`src/rtl/rr_arbiter_8.sv`:
```
// rr_arbiter_8 -- 8-requester round-robin arbiter with hold-until-release grants.
//
// Ports:
//   clk           in   system clock, rising edge
//   rst_n         in   asynchronous active-low reset
//   req[7:0]      in   request vector, bit i = requester i wants the resource
//   gnt[7:0]      out  registered one-hot grant, zero when idle
//   gnt_idx[2:0]  out  registered encoded index of the owner, zero when idle
//   gnt_valid     out  registered, high while a grant is active
//   timeout_pulse out  one-cycle pulse on forced preemption (0 without the macro)
//
// Optional feature macro: ARB_TIMEOUT_EN
//   When defined, an owner that has held the grant for MAX_HOLD cycles while
//   another requester is pending is preempted as if it had released.
//
// Handshake: req[i] is a level request. Once gnt[i] is high the grant stays
// with requester i for as long as req[i] is sampled high on rising edges; the
// first edge sampling req[i] low is the release. There is no ready/ack path.
//
// The FSM state is held in the internal signal `state` (IDLE/GRANT) so that
// checkers can bind to it hierarchically.

module rr_arbiter_8 #(
  parameter int N        = 8,
  parameter int IDXW     = 3,
  parameter int MAX_HOLD = 16
) (
  input  logic            clk,
  input  logic            rst_n,
  input  logic [N-1:0]    req,
  output logic [N-1:0]    gnt,
  output logic [IDXW-1:0] gnt_idx,
  output logic            gnt_valid,
  output logic            timeout_pulse
);

  // Elaboration-time guards on the supported configuration.
  if (N != 8) begin : g_bad_n
    $error("rr_arbiter_8: only N=8 is supported");
  end
  if (IDXW != 3) begin : g_bad_idxw
    $error("rr_arbiter_8: IDXW must equal log2(N)=3");
  end
  if (MAX_HOLD < 2 || MAX_HOLD > 255) begin : g_bad_max_hold
    $error("rr_arbiter_8: MAX_HOLD must lie in 2..255");
  end

  localparam logic [0:0] IDLE  = 1'b0;
  localparam logic [0:0] GRANT = 1'b1;

  logic [0:0]      state, state_n;
  logic [IDXW-1:0] ptr, ptr_n;
  logic [N-1:0]    gnt_n;
  logic [IDXW-1:0] gnt_idx_n;
  logic            gnt_valid_n;

  // Circular search starting at base. Returns {found, index}. The loop runs
  // from the farthest position back to base so the closest hit is the one
  // left in the result.
  function automatic logic [IDXW:0] rr_search(input logic [N-1:0]    r,
                                              input logic [IDXW-1:0] base);
    logic [IDXW:0]   res;
    logic [IDXW-1:0] pos;
    res = '0;
    for (int k = N - 1; k >= 0; k--) begin
      pos = base + k[IDXW-1:0];
      if (r[pos]) res = {1'b1, pos};
    end
    return res;
  endfunction

  function automatic logic [N-1:0] onehot(input logic [IDXW-1:0] idx);
    logic [N-1:0] one;
    one = {{(N-1){1'b0}}, 1'b1};
    return one << idx;
  endfunction

  logic [IDXW:0]   srch_idle;
  logic [IDXW:0]   srch_next;
  logic [IDXW-1:0] ptr_after;   // pointer one past the current owner
  logic            owner_req;
  logic            handoff;     // owner leaves this edge (release or preemption)

  assign ptr_after = gnt_idx + 1'b1;
  assign owner_req = req[gnt_idx];
  assign srch_idle = rr_search(req, ptr);
  assign srch_next = rr_search(req, ptr_after);

`ifdef ARB_TIMEOUT_EN
  logic [7:0] hold_cnt, hold_cnt_n;
  logic       preempt;
  logic       timeout_pulse_n;
  logic       others_pending;

  assign others_pending = |(req & ~gnt);
  assign preempt = (state == GRANT) && owner_req && others_pending &&
                   (hold_cnt == 8'(MAX_HOLD - 1));
  assign handoff = !owner_req || preempt;
`else
  assign handoff = !owner_req;
`endif

  always_comb begin
    state_n     = state;
    ptr_n       = ptr;
    gnt_n       = gnt;
    gnt_idx_n   = gnt_idx;
    gnt_valid_n = gnt_valid;
    case (state)
      IDLE: begin
        if (srch_idle[IDXW]) begin
          state_n     = GRANT;
          gnt_n       = onehot(srch_idle[IDXW-1:0]);
          gnt_idx_n   = srch_idle[IDXW-1:0];
          gnt_valid_n = 1'b1;
        end
      end
      GRANT: begin
        if (handoff) begin
          // The leaving owner gets lowest priority in the next search.
          ptr_n = ptr_after;
          if (srch_next[IDXW]) begin
            gnt_n       = onehot(srch_next[IDXW-1:0]);
            gnt_idx_n   = srch_next[IDXW-1:0];
            gnt_valid_n = 1'b1;
          end else begin
            state_n     = IDLE;
            gnt_n       = '0;
            gnt_idx_n   = '0;
            gnt_valid_n = 1'b0;
          end
        end
      end
      default: begin
        state_n     = IDLE;
        gnt_n       = '0;
        gnt_idx_n   = '0;
        gnt_valid_n = 1'b0;
      end
    endcase
  end

  always_ff @(posedge clk or negedge rst_n) begin
    if (!rst_n) begin
      state     <= IDLE;
      ptr       <= '0;
      gnt       <= '0;
      gnt_idx   <= '0;
      gnt_valid <= 1'b0;
    end else begin
      state     <= state_n;
      ptr       <= ptr_n;
      gnt       <= gnt_n;
      gnt_idx   <= gnt_idx_n;
      gnt_valid <= gnt_valid_n;
    end
  end

`ifdef ARB_TIMEOUT_EN
  // hold_cnt counts edges the current owner has kept the grant; any new
  // grant (from IDLE or by handoff) restarts it at 0.
  always_comb begin
    hold_cnt_n      = hold_cnt;
    timeout_pulse_n = 1'b0;
    if (state_n != GRANT) begin
      hold_cnt_n = '0;
    end else if (state == IDLE || handoff) begin
      hold_cnt_n      = '0;
      timeout_pulse_n = preempt;
    end else if (hold_cnt != 8'hFF) begin
      hold_cnt_n = hold_cnt + 8'd1;
    end
  end

  always_ff @(posedge clk or negedge rst_n) begin
    if (!rst_n) begin
      hold_cnt      <= '0;
      timeout_pulse <= 1'b0;
    end else begin
      hold_cnt      <= hold_cnt_n;
      timeout_pulse <= timeout_pulse_n;
    end
  end
`else
  assign timeout_pulse = 1'b0;
`endif

endmodule

```
`config.mk`:
```
export PLATFORM = sky130hd
export DESIGN_NAME = rr_arbiter_8
export DESIGN_NICKNAME = d
export VERILOG_FILES = /design/src/rtl/rr_arbiter_8.sv
export SDC_FILE = /design/constraint.sdc
export NUM_CORES = 1
export LEC_CHECK = 0
export BUFFER_PORTS_ARGS = -buffer_cell sky130_fd_sc_hd__clkbuf_2
export CAP_MARGIN = 15
export CORE_ASPECT_RATIO = 0.5
export CORE_MARGIN = 3
export CORE_UTILIZATION = 40
export CTS_CLUSTER_DIAMETER = 150
export DETAILED_ROUTE_END_ITERATION = 16
export GPL_TIMING_DRIVEN = 0
export PLACE_DENSITY = 0.56
export SLEW_MARGIN = 20
export SYNTH_ARGS = -nofsm -noshare
export SYNTH_HDL_FRONTEND = slang
export SYNTH_SLANG_ARGS = --single-unit
```
`constraint.sdc`:
```
create_clock -name clk -period 4.44 [get_ports clk]
set_clock_uncertainty 0.2 [all_clocks]
set_input_delay 0.444 -clock clk [delete_from_list [all_inputs] [get_ports clk]]
set_output_delay 0.444 -clock clk [all_outputs]
set_load 0.02 [all_outputs]
```
==> impl.org, run 1 <==
** CTS
- Buffer type at the clock tree root :: clkbuf_16
- Buffers inserted during clock tree synthesis total 3.
- The clock passes through at most 2 buffers.
- Level count of the clock H-tree :: 1
- CTS tree :: built
- Clock insertion delay at the later pin of the skew report :: about 0.25 ns
- After clock tree synthesis, the clock-pin slew on the worst setup and hold paths is 0.05 ns.
- The clock drives 16 sinks.
- The number of setup buffers added after CTS is 0.

** Floorplanning
- In this run the vertical extent of the chip is 66.1 µm.
- Core Box Area :: roughly 0.007 mm²
- DIE AREA :: 0.00834 mm²
- X dimension of the die :: ~130 µm
- The initial utilization of the core area, before any placement, comes to approximately 42%.
- Boundary Pins :: 23
- Number of cell rows :: 21

** Timing
- The number of pins exceeding their max-slew limit in the final report is 0.
- The final critical path takes up between 90% and 100% of the cycle.
- Actual slew at the worst max-slew pin :: just over 0.6 ns
- Finish-stage setup viols :: 0
- Setup repair after global routing left no endpoint under its margin.
- Static timing analysis puts the maximum clock frequency at 239 MHz.
- Max_slew headroom :: 59.2%
- Period minus WS final :: roughly 4.2 ns
- Final Hold Fails :: 0
- In the final timing run, aggregate negative setup slack is 0 ns.

** Route
- WL final :: 8.28 mm
- Routed len/inst :: ~19 µm
- The pre-antenna-repair detailed-routing pass consisted of 5 iterations.
- Count of vias placed by the detailed router :: about 2800
- Initial detailed-routing violation count :: around 210
- Routed vias/inst :: around 6.4
- In this run the remaining antenna-violating nets after routing total 0.
- In the routed design, unresolved DRC markers number 0.

** Setup path
- Critical Path Slowest Stage Cell :: or4b_4
- STA classifies the critical path endpoint as a flop.
- Chain of cells forming the critical path :: buf_6, clkinvlp_4, ha_1, buf_2, buf_4, mux4_2, mux2_4, a211o_1, a211oi_2, a31oi_1, or4b_4, o31ai_2, a31o_1
- Maximum fanout along the worst path :: 10
- Number of cells on the worst reg-to-reg path :: 13
- CP arrival :: roughly 4.2 ns
- Setup Crit Path Kind :: reg2reg
- The cell family contributing the most delay on the critical path is buffers and inverters.
- The worst setup path is launched from a flop.
- Req. time, crit path :: 4.43 ns
- The number of buffers and inverters on the critical path is 4.
- On the worst path, the slowest cell contributes a delay of around 0.55 ns.
- Counting buffers and inverters, the worst setup path is 13 cells deep.

** Synth
- Proportion of netlist area held by the largest area contributor :: between 10% and 20%
- Sorting the synthesized cells by how often they occur yields mux2i_1 (29), mux4_2 (21), nand2_1 (19), nor2_1 (19).
- Synthesis produced between 300 and 400 cells.
- Cell area after synthesis :: 0.00289 mm²
- Async set or reset register ratio after synthesis :: 100%
- Number of enable-type register cells in the synthesized netlist :: 0
- Yosys mapped the design onto 68 distinct sky130hd cell types.
- Most common cell in the synthesized netlist :: mux2i_1
- Count of warnings emitted by yosys :: 0
- In this run, synthesis produced a sequential element count of 16.
- Synthesized net count :: 330
- The most used flip-flop cell after synthesis is dfrtp_1.
- A synthesized cell averages slightly above 9 µm².
- Ranked by total cell area, the synthesized netlist is headed by mux4_2 (16%), dfrtp_1 (14%), mux2i_1 (10%), mux2_2 (5.1%), nor3_1 (2.8%).
- For this run, the register share of the synthesized area comes to roughly 14%.
- Summed over all instances, the cell type with the most area after synthesis is mux4_2.

** Layout
- Fraction of layout cells with a size suffix above 1 :: between 20 and 30%
- Fill cells in the final layout number 660.
- The repair_antennas step left the layout with diodes totalling 0.
- The area growth from synthesis to layout is 12.0%.
- Total area of multi-input combinational cells :: 0.00230 mm²
- Area taken by flip-flops and latches :: around 400 µm²
- Final cell count without fillers :: 433
- After the last flow step, the layout net total stands at ~360.
- Final core utilization :: 47.3%
- The finished cells cover between 0.003 and 0.004 mm².

** Status
- Result of the run :: completed

** Job
- Max-Cap Viols :: 0

** Placement
- Once detailed placement completed, the half-perimeter wirelength came to between 6 and 7 mm.
- Once placement finished, the instance area stood at just over 0.003 mm².
- Routability-driven placement finished with a final weighted congestion of 0.941.
- Number of cells after detailed placement :: about 430
- Port buffering added 21 buffers.

** Hold path
- In this run the worst hold path is classified as reg2reg.
- The worst hold path passes through 2 cells.

** Global route
- After global routing the overflow that remains totals 0.
- Entering global routing, the biggest net connects 17 pins.
- The number of global-route vias before repair was 2598.
- The number of antenna violations at the first check in global routing was 0.
- Combined global-route utilization of all metal layers :: 20.3%
- Wire length of the first global-routing pass :: between 10 and 15 mm
## cell type report
cell class                 count  area share (%)
multi-input combinational    255            71.1
sequential                    16            12.4
buffer                        30            4.88
timing repair buffer          22            3.56
tap                           92            3.56
clock buffer                   4            2.75
inverter                      14            1.74
## cells in the final DEF (no fill, tap or decap), types with 3 or more instances in the layout
master / n
nor2b_1: 4
mux2_2: 13
a21oi_1: 14
inv_1: 13
clkbuf_16: 3
nor3_1: 16
xnor2_1: 6
and2_1: 6
ha_1: 4
a311o_1: 3
mux2i_2: 4
a211o_1: 3
nand3_1: 6
nand2b_1: 3
mux4_2: 21
nand3b_1: 3
nor2_1: 19
clkbuf_2: 22
a211oi_1: 4
clkbuf_1: 12
buf_2: 8
nand2_1: 19
buf_4: 7
mux2i_1: 26
dfrtp_1: 16
o21ai_0: 12
o211ai_1: 5
nor3b_1: 6
## tightest hold or removal path, cell delays in order, from the launching register on
cell     delay, ns
dfrtp_1       0.34
a32oi_1       0.06
o21ai_1       0.07
## what timing repair did
| action | CTS | global route |
|---|---|---|
| endpoints found under the hold margin | 16 | 0 |
| setup endpoints to repair | 0 | 11 |
| gates resized for setup | 0 | 6 |
| hold buffers | 1 | 0 |
## worst paths after layout
path                       slack (ns)      to  startpoint
min in group asynchronous        0.47  gnt[1]       rst_n
hold reg to reg                  0.30  gnt[6]      gnt[6]
max in group asynchronous        3.27  ptr[0]       rst_n
setup reg to reg                 0.25  gnt[1]  gnt_idx[0]
hold / removal                   0.30  gnt[6]      gnt[6]
setup / recovery                 0.25  gnt[1]  gnt_idx[0]
## state kept, by name, indices dropped and copies added (netlist names)
| register | count |
|---|---|
| gnt_valid | 1 |
| state | 1 |
| gnt_idx | 3 |
| ptr | 3 |
| gnt | 8 |
## cell families (layout without fill, tap and decap cells)
family | after synthesis | in the layout | synth area share (%)
xor gates and xnor gates | 11 | 11 | 4.55
DFF | 16 | 16 | 13.9
muxes | 67 | 67 | 34.3
adders and majority gates | 4 | 4 | 1.73
other | 1 | 1 | 0.130
AOI/OAI and AO/OA | 78 | 78 | 20.8
and+or+nand+nor | 94 | 94 | 17.2
buffers and inverters | 45 | 70 | 7.41
## through the flow
step	worst slack (ns)	hold slack, ns
final	0.252	0.302
after global routing	0.0481	0.340
after CTS	0.0647	0.307
after detailed placement	0.0823	0.204
after global placement	0.178	0.193
after floorplan	0.577	-0.0516
## per-layer routing
metal / wire length [µm] / vias to the layer above / GRT usage [%]
met4: 80 / 0 / 4.14
met1: 3990 / 1364 / 29.9
met2: 3680 / 105 / 31.7
met5: 0 / - / 0
li1: - / 1273 / -
met3: 520 / 8 / 2.90
Power of run 1 is left out: the tool's default activity adds up to more than one toggle a clock period on the data nets, which glitch-free logic cannot reach.
==> run 2: changes to the inputs <==
- ABC_AREA: unset -> 1
- MAX_ROUTING_LAYER: unset -> met4
- PLACE_DENSITY: 0.56 -> 0.57
==> run 2 against run 1 <==
Net effect:
- global-route usage up 0.37 points
- non-clock buffer count fell by 19
- highest routed layer unchanged
- final area decreased by 18%
- critical endpoint is now gnt[4]
- hold slack got worse by 0.026 ns
- via count down 4.3%
- area after synthesis decreased by 18%
- final cell count grew 18%
- largest cell class unchanged
- first-iteration DRC count shrank 7.0%
- sequential share of layout area increased by 2.7 points
==> impl.org, run 2 <==
** Synth
- Yosys printed 0 warnings.
- Synthesized net count :: between 400 and 500
- In this run the biggest area consumer among cell types represents about 28% of the synthesized area.
- Most frequently used flop master after synthesis :: dfrtp_1
- Flip-flop and latch count after synthesis :: 16
- Most common cell in the synthesized netlist :: nand2_1
- Most area-consuming cells after synthesis :: nand2_1 (28%), dfrtp_1 (17%), nand3_1 (14%), inv_1 (5.4%), nand2_2 (5.3%)
- Yosys mapped a number of flops with a built-in enable equal to 0.
- For this run, the register share of the synthesized area comes to approximately 17%.
- Gate count of the mapped netlist :: a little over 400
- After synthesis, the share of flip-flops with an asynchronous set or reset is 100%.
- Main combinational cell family by area after synthesis :: simple AND/OR/NAND/NOR gates
- Cell area after synthesis :: roughly 0.0024 mm²
- Of the total synthesized cell area, the portion taken by AND, OR, NAND and NOR gates is between 50 and 60%.
- Yosys cell types :: 34
- Measured against the total synthesized area, the mux share comes to 0%.
- Fraction of synthesized cell area in xor and xnor cells :: around 1.5%
- Post-Syn Area per Cell :: 5.74 µm²
- Compound-gate portion of the synthesized area :: about 10%
- Post-synthesis share of cell area spent on full adders, half adders and majority gates :: between 2 and 2.5%
- By count the netlist is led by nand2_1 (174), nand3_1 (68), inv_1 (34).
- Cell type with the largest total area after synthesis :: nand2_1

** Setup path
- Maximum fanout along the worst path :: 10
- The critical path contains buffers and inverters numbering 3 combined.
- For flop-to-flop paths, the worst setup slack is 1.33 ns.
- In this design, the stage delay of the slowest critical-path cell is ~0.4 ns.
- STA classifies the critical path endpoint as a flop.
- The worst register-to-register path ends at gnt[4].
- Traced cell by cell, the critical path runs through buf_2, inv_2, ha_1, inv_1, nand3_1, nand3_1, nand2_1, a21oi_1, nand2_1, nand2_1, nand2_1, nand2_1, nand2_1, a21oi_1, nand3_1, nand2_1, nand2_1, nand2_1.
- By instance count, the cell type seen most on the critical path is nand2_1.
- Family with the most delay on the worst path :: simple AND/OR/NAND/NOR gates
- Worst r2r src :: ptr[1]
- Critical Path Slowest Stage Cell :: a21oi_1
- The worst setup path is of the reg2reg kind.
- Data on the critical path is required at its endpoint by approximately 4.4 ns.
- For the worst setup path, the data arrival time is a little over 3 ns.
- The worst setup path is launched from a flop.
- The number of cells on the worst reg-to-reg path is 18.

** Hold path
- The worst hold path begins at gnt[4].
- Along the worst hold path, the cell count comes to 2.
- For hold timing, the worst endpoint is gnt[4].
- Worst hold-check path type :: reg2reg

** Global route
- The number of global-route vias before repair was roughly 2300.
- The first global-routing pass estimated ~11 mm of wire.
- The total overflow left after global routing is 0.
- Entering global routing, the biggest net connects 17 pins.
- Initial antenna violation count :: 0
- Global routing consumed, over all layers together, approximately a fifth of the routing resources.

** Timing
- Setup violations remaining at the end of the flow were counted as 0.
- Period minus WS final :: ~3.1 ns
- The number of pins exceeding their max-slew limit in the final report is 0.
- Setup repair after global routing left no endpoint under its margin.
- Post-Route Hold Slack :: around 0.28 ns
- Post-Route Setup TNS :: 0 ns
- The final hold violation count came to 0.
- Headroom to the max-slew limit came out at around half.
- Highest Clock Rate :: approximately 320 MHz
- Actual slew at the worst max-slew pin :: between 0.7 and 0.8 ns
- The final critical path takes up 70.0% of the cycle.

** Floorplanning
- The die covers a little under 0.007 mm².
- Initial core utilization :: 42.2%
- The floorplan step set the die height to about 60 µm.
- Core Box Area :: around 0.0056 mm²
- Boundary Pins :: 23
- Number of cell rows :: 19
- X dimension of the die :: between 100 and 150 µm

** Route
- DRC viols :: 0
- Count of antenna-violating nets left after detailed routing :: 0
- Count of vias placed by the detailed router :: roughly 2600
- WL final :: between 6 and 7 mm
- In the final routed layout, each cell accounts on average for 12.9 µm.
- Initial detailed-routing violation count :: 199
- Number of iterations in the first detailed-routing pass :: 5
- Using the TritonRoute via totals, the vias-per-cell ratio works out to about 5.2.

** CTS
- Clock buffers created by TritonCTS :: 3
- Clock-pin slew of the registers on the worst-case setup and hold paths :: 0.05 ns
- For the worst-skew pair, the clock arrives at the later sink with an insertion delay of 0.25 ns.
- Buffer type at the clock tree root :: clkbuf_16
- Level count of the clock H-tree :: 1
- Number of buffers on the longest clock path :: 2
- CTS tree :: built
- Sinks on the clock net :: 16

** Layout
- Antenna Diode Count :: 0
- The library cell used most frequently in the layout, excluding fill and tap cells, is nand2_1.
- Number of nets at the end of the flow :: between 400 and 500
- The largest registers in the layout are gnt x8, gnt_idx x3, ptr x3.
- The area growth from synthesis to layout is 12.5%.
- Max FFs per register :: 8
- Fraction of layout cells with a size suffix above 1 :: about a fifth
- Leaving out fill and tap cells, the most frequent cells in the layout are nand2_1 (174), nand3_1 (68), inv_1 (34).
- Register ranked first by flip-flop count :: gnt

** Job
- Max-cap violations in this run came to 0.

** Placement
- Placer Congestion :: 0.940
- During placement, the flow inserted port buffers numbering 21.
- Detailed placer's ending HPWL :: 5.40 mm

** Status
- Result of the run :: completed
run 2: worst max-delay path by stage:
stage,from,end,slack [ns],cells after the start
2_1_floorplan,gnt_idx[0],gnt_valid,1.61,17
3_3_place_gp,ptr[1],gnt[5],1.44,18
3_5_place_dp,ptr[1],gnt[4],1.36,18
4_1_cts,ptr[1],gnt[4],1.35,18
5_1_grt,ptr[1],gnt[1],0.97,18
6_report,ptr[1],gnt[4],1.33,18
run 2: tightest hold or removal path, cell delays in order, from the launching register on:
cell     delay [ns]
dfrtp_1        0.34
nand2_1        0.05
nand2_1        0.05
run 2: layout make-up:
class                   instances  area, µm²
fillers                       603       2940
plain buffers                  11        105
repair buffers                 22        115
multi-input cells             340       1680
inverters                      43        166
clock buffers                   4       88.8
well taps                      73       91.3
flip-flops and latches         16        400
run 2: kinds of logic (layout without fill, tap and decap cells):
logic type               count (synthesis)  in the layout
buffers and inverters                   54             80
XOR/XNOR                                 4              4
AO/OA/AOI/OAI                           37             37
other                                    1              1
flip-flops                              16             16
adder cells (fa/ha/maj)                  4              4
AND/OR/NAND/NOR                        294            294
run 2: timing repair:
item | in CTS | in global routing
resized for setup | 0 | 0
setup buffers | 0 | 0
hold buffers | 1 | 0
hold endpoints to repair | 16 | 0
run 2: layer usage:
metal  vias up  share of wire (%)  track usage [%]  wire [µm]
met3         6                5.8             2.83        381
met1      1194                 53             29.6       3470
met2        67                 41             31.6       2670
met5         -                  0                -          0
li1       1364                  -                -          -
met4         0               0.75             2.71         49
run 2: stage by stage:
stage          utilization, %  cells  cell area [µm²]  worst slack, ns
4_1_cts                  47.4    509             2650             1.35
3_3_place_gp             45.7    504             2550             1.44
6_report                 47.4    509             2650             1.33
2_1_floorplan               -    410             2350             1.61
3_5_place_dp             45.7    504             2550             1.36
5_1_grt                  47.4    509             2650            0.973
Power of run 2 is left out for the same reason.
==> run 3: changes to the inputs <==
- ABC_AREA: 1 -> 0
- PLACE_DENSITY: 0.57 -> 0.58
- clock period: 4.44 -> 2.6 ns (I/O delays scaled with it)
==> run 3 against run 2 <==
Net effect:
- the run now ends with negative setup slack left
- wire length increased by 43%
- register-to-register slack got worse by 2.3 ns
- hold slack improved by 0.00092 ns
- critical path depth decreased by 5
- sequential share of layout area decreased by 5.0 points
- largest cell class unchanged
- via count increased by 12%
- core utilization increased by 11 points
- fmax decreased by 13%
- final area increased by 51%
- critical endpoint is now gnt[1]
- clock-buffer cell count unchanged
- non-clock buffer count increased by 67
- setup slack got worse by 2.3 ns
==> impl.org, run 3 (synthesis gave the netlist of run 1 again) <==
** Global route
- The total overflow left after global routing is 0.
- The number of global-route vias before repair came to slightly below 3000.
- Initial antenna violation count :: 0
- Across every metal layer, demand over resource in global routing totals ~23%.
- Largest net degree at the start of global routing :: 17
- Wire length of the first global-routing pass :: approximately 15 mm

** Timing
- The number of pins exceeding their max-slew limit in the final report came to 0.
- Fraction of the cycle the final worst path needs :: 137%
- Setup violations remaining at the end of the flow were counted as 16.
- After layout, the minimum clock period comes to between 3 and 4 ns.
- Across all hold checks on the routed design, the worst slack comes to ~0.28 ns.
- In this run the tightest slew margin relative to its limit is between 60% and 70%.
- Final Hold Fails :: 0
- Post-Route Setup TNS :: -10.85 ns
- Setup slack on the critical path of the routed design comes to -0.966 ns.
- Highest Clock Rate :: between 200 and 300 MHz
- RSZ-0062 raised after global routing :: yes
- Actual slew at the worst max-slew pin :: around 0.55 ns

** Route
- Initial detailed-routing violation count :: approximately 220
- For this run, the detailed router's first-pass iteration total came to 5.
- For this block, the via count after detailed routing is 2956.
- Summed over all layers, the routed wires come to roughly 9.4 mm.
- Routed len/inst :: 19.5 µm
- Count of antenna-violating nets left after detailed routing :: 0
- DRC viols :: 0
- Routed vias/inst :: 6.15

** Placement
- OpenSTA, run right after detailed placement, puts the worst setup slack at -1.22 ns.
- Number of cells after detailed placement :: 429
- Detailed placement finished with a half-perimeter wire length of about 6.2 mm.
- Number of port buffers :: 21
- At the end of routability-driven placement, the weighted congestion stood at slightly below 0.9.

** CTS
- TritonCTS built the clock tree.
- Clock buffers created by TritonCTS :: 3
- Sinks on the clock net :: 16
- At the later pin of the worst-skew pair, clock insertion delay measures between 0.2 and 0.25 ns.
- CTS built an H-tree with a depth of 1.
- The clock passes through at most 2 buffers.
- Clock-pin slew of the registers on the worst-case setup and hold paths :: ~0.050 ns
- Buffer type at the clock tree root :: clkbuf_16

** Layout
- Number of nets at the end of the flow :: between 400 and 500
- Fraction of layout cells with a size suffix above 1 :: between 40% and 50%
- The finished layout holds just under 500 standard cells, fillers aside.
- Leading registers by flop count :: gnt x8, gnt_idx x3, ptr x3
- gnt holds more flip-flops than any other register.
- Max FFs per register :: 8
- Fill cells in the final layout number 603.
- Commonest cells after routing, fill and taps aside :: buf_4 (44), clkbuf_2 (24), mux4_2 (23), mux2i_1 (23), nand2_1 (19)
- Area added between synthesis and finish :: 38.6%
- The library cell used most frequently in the layout, excluding fill and tap cells, is buf_4.
- 0 antenna diodes ended up in the layout.

** Setup path
- Number of cells on the worst reg-to-reg path :: 13
- Largest stage delay on the critical path :: between 0.5 and 0.6 ns
- On the critical path, the stage with the largest delay is an instance of or4b_4.
- Reg2reg setup slack :: -0.97 ns
- Setup crit end kind :: flop
- Setup Crit Path Kind :: reg2reg
- The endpoint identified for the worst register-to-register timing path is gnt[1].
- Worst r2r src :: gnt_idx[0]
- CP arrival :: approximately 3.6 ns
- Critical path launch point type :: flop
- Req. time, crit path :: between 2 and 3 ns
- Chain of cells forming the critical path :: buf_12, clkinv_8, ha_4, buf_12, buf_12, mux4_2, mux2_4, a211o_1, a211oi_2, a31oi_4, or4b_4, o31ai_4, a31o_1
- Dominant cell type by count on the critical path :: buf_12
- In this run the worst path has a maximum fanout of 5.

** Floorplanning
- The floorplan has 21 rows.
- The floorplan step set the die height to about 66 µm.
- In this run the horizontal extent of the chip is between 100 and 150 µm.
- Boundary Pins :: 23
- The floorplan step defined a die boundary enclosing 0.00834 mm².
- Core Box Area :: about 0.0068 mm²
- Once the floorplan was initialized, standard cells occupied 42.3% of the core.

** Status
- The final reports fail on negative setup slack.
- Result of the run :: finished with violations

** Hold path
- The path class of the tightest hold or removal check is in2async.

** Job
- Max-Cap Viols :: 0
## run 3: cell types whose count changed in the layout (fill, tap and decap cells not counted), moves of 6 or more
| cell | before | now |
|---|---|---|
| nor3_1 | 0 | 16 |
| inv_1 | 34 | 11 |
| nor2_1 | 10 | 17 |
| nand2_2 | 20 | 0 |
| nand3_1 | 68 | 6 |
| inv_2 | 8 | 1 |
| mux2i_4 | 0 | 6 |
| mux4_2 | 0 | 23 |
| buf_4 | 4 | 44 |
| nand2_1 | 174 | 19 |
| and2_1 | 0 | 6 |
| clkbuf_1 | 0 | 10 |
| mux2_2 | 0 | 11 |
| mux2i_1 | 0 | 23 |
## run 3: worst max-delay path by stage
stage	slack [ns]	cells past startpoint	to	startpoint
2_1_floorplan	-0.84	12	gnt[1]	gnt_idx[0]
3_3_place_gp	-1.18	12	gnt[2]	gnt_idx[0]
3_5_place_dp	-1.22	12	gnt[2]	gnt_idx[0]
4_1_cts	-1.0	13	gnt[1]	gnt_idx[0]
5_1_grt	-1.05	13	gnt[1]	gnt_idx[0]
6_report	-0.97	13	gnt[1]	gnt_idx[0]
## run 3: layer usage
layer	up-vias	global-route usage, %	wire length, µm	part of all wire (%)
met3	8	5.00	519	5.5
met5	-	-	0	0
met4	0	4.28	78	0.83
li1	1374	-	-	-
met2	88	36.2	4370	47
met1	1486	31.0	4410	47
## run 3: area by class of cell
cell class,count,area [µm²],share of cell area [%]
well taps,92,115,2.88
plain buffers,30,248,6.19
clock buffers,4,78.8,1.97
flip-flops and latches,16,403,10.1
repair buffers,70,539,13.5
inverters,14,70.1,1.75
multi-input cells,255,2550,63.7
## run 3: repair_timing
action                     CTS  global route
setup endpoints to repair   13            16
pin swaps                   20            13
hold endpoints to repair    16             0
hold buffers                 1             0
buffers inserted            36            12
resized for setup           44            22
cloned                       1             0
## run 3: metrics by stage
stage / instance area [µm²] / utilization [%]
2_1_floorplan: 3010 / -
3_3_place_gp: 3230 / 47.3
3_5_place_dp: 3230 / 47.3
4_1_cts: 3810 / 55.7
5_1_grt: 4000 / 58.6
6_report: 4000 / 58.6
## run 3: critical path: cells and delay by family (launching register included)
family | cells | cell delay [ns]
DFF | 1 | 0.41
and+or+nand+nor | 1 | 0.59
adders and majority gates | 1 | 0.30
AOI/OAI and AO/OA | 5 | 0.93
muxes | 2 | 0.69
buffers and inverters | 4 | 0.38
Power of run 3 is left out for the same reason.
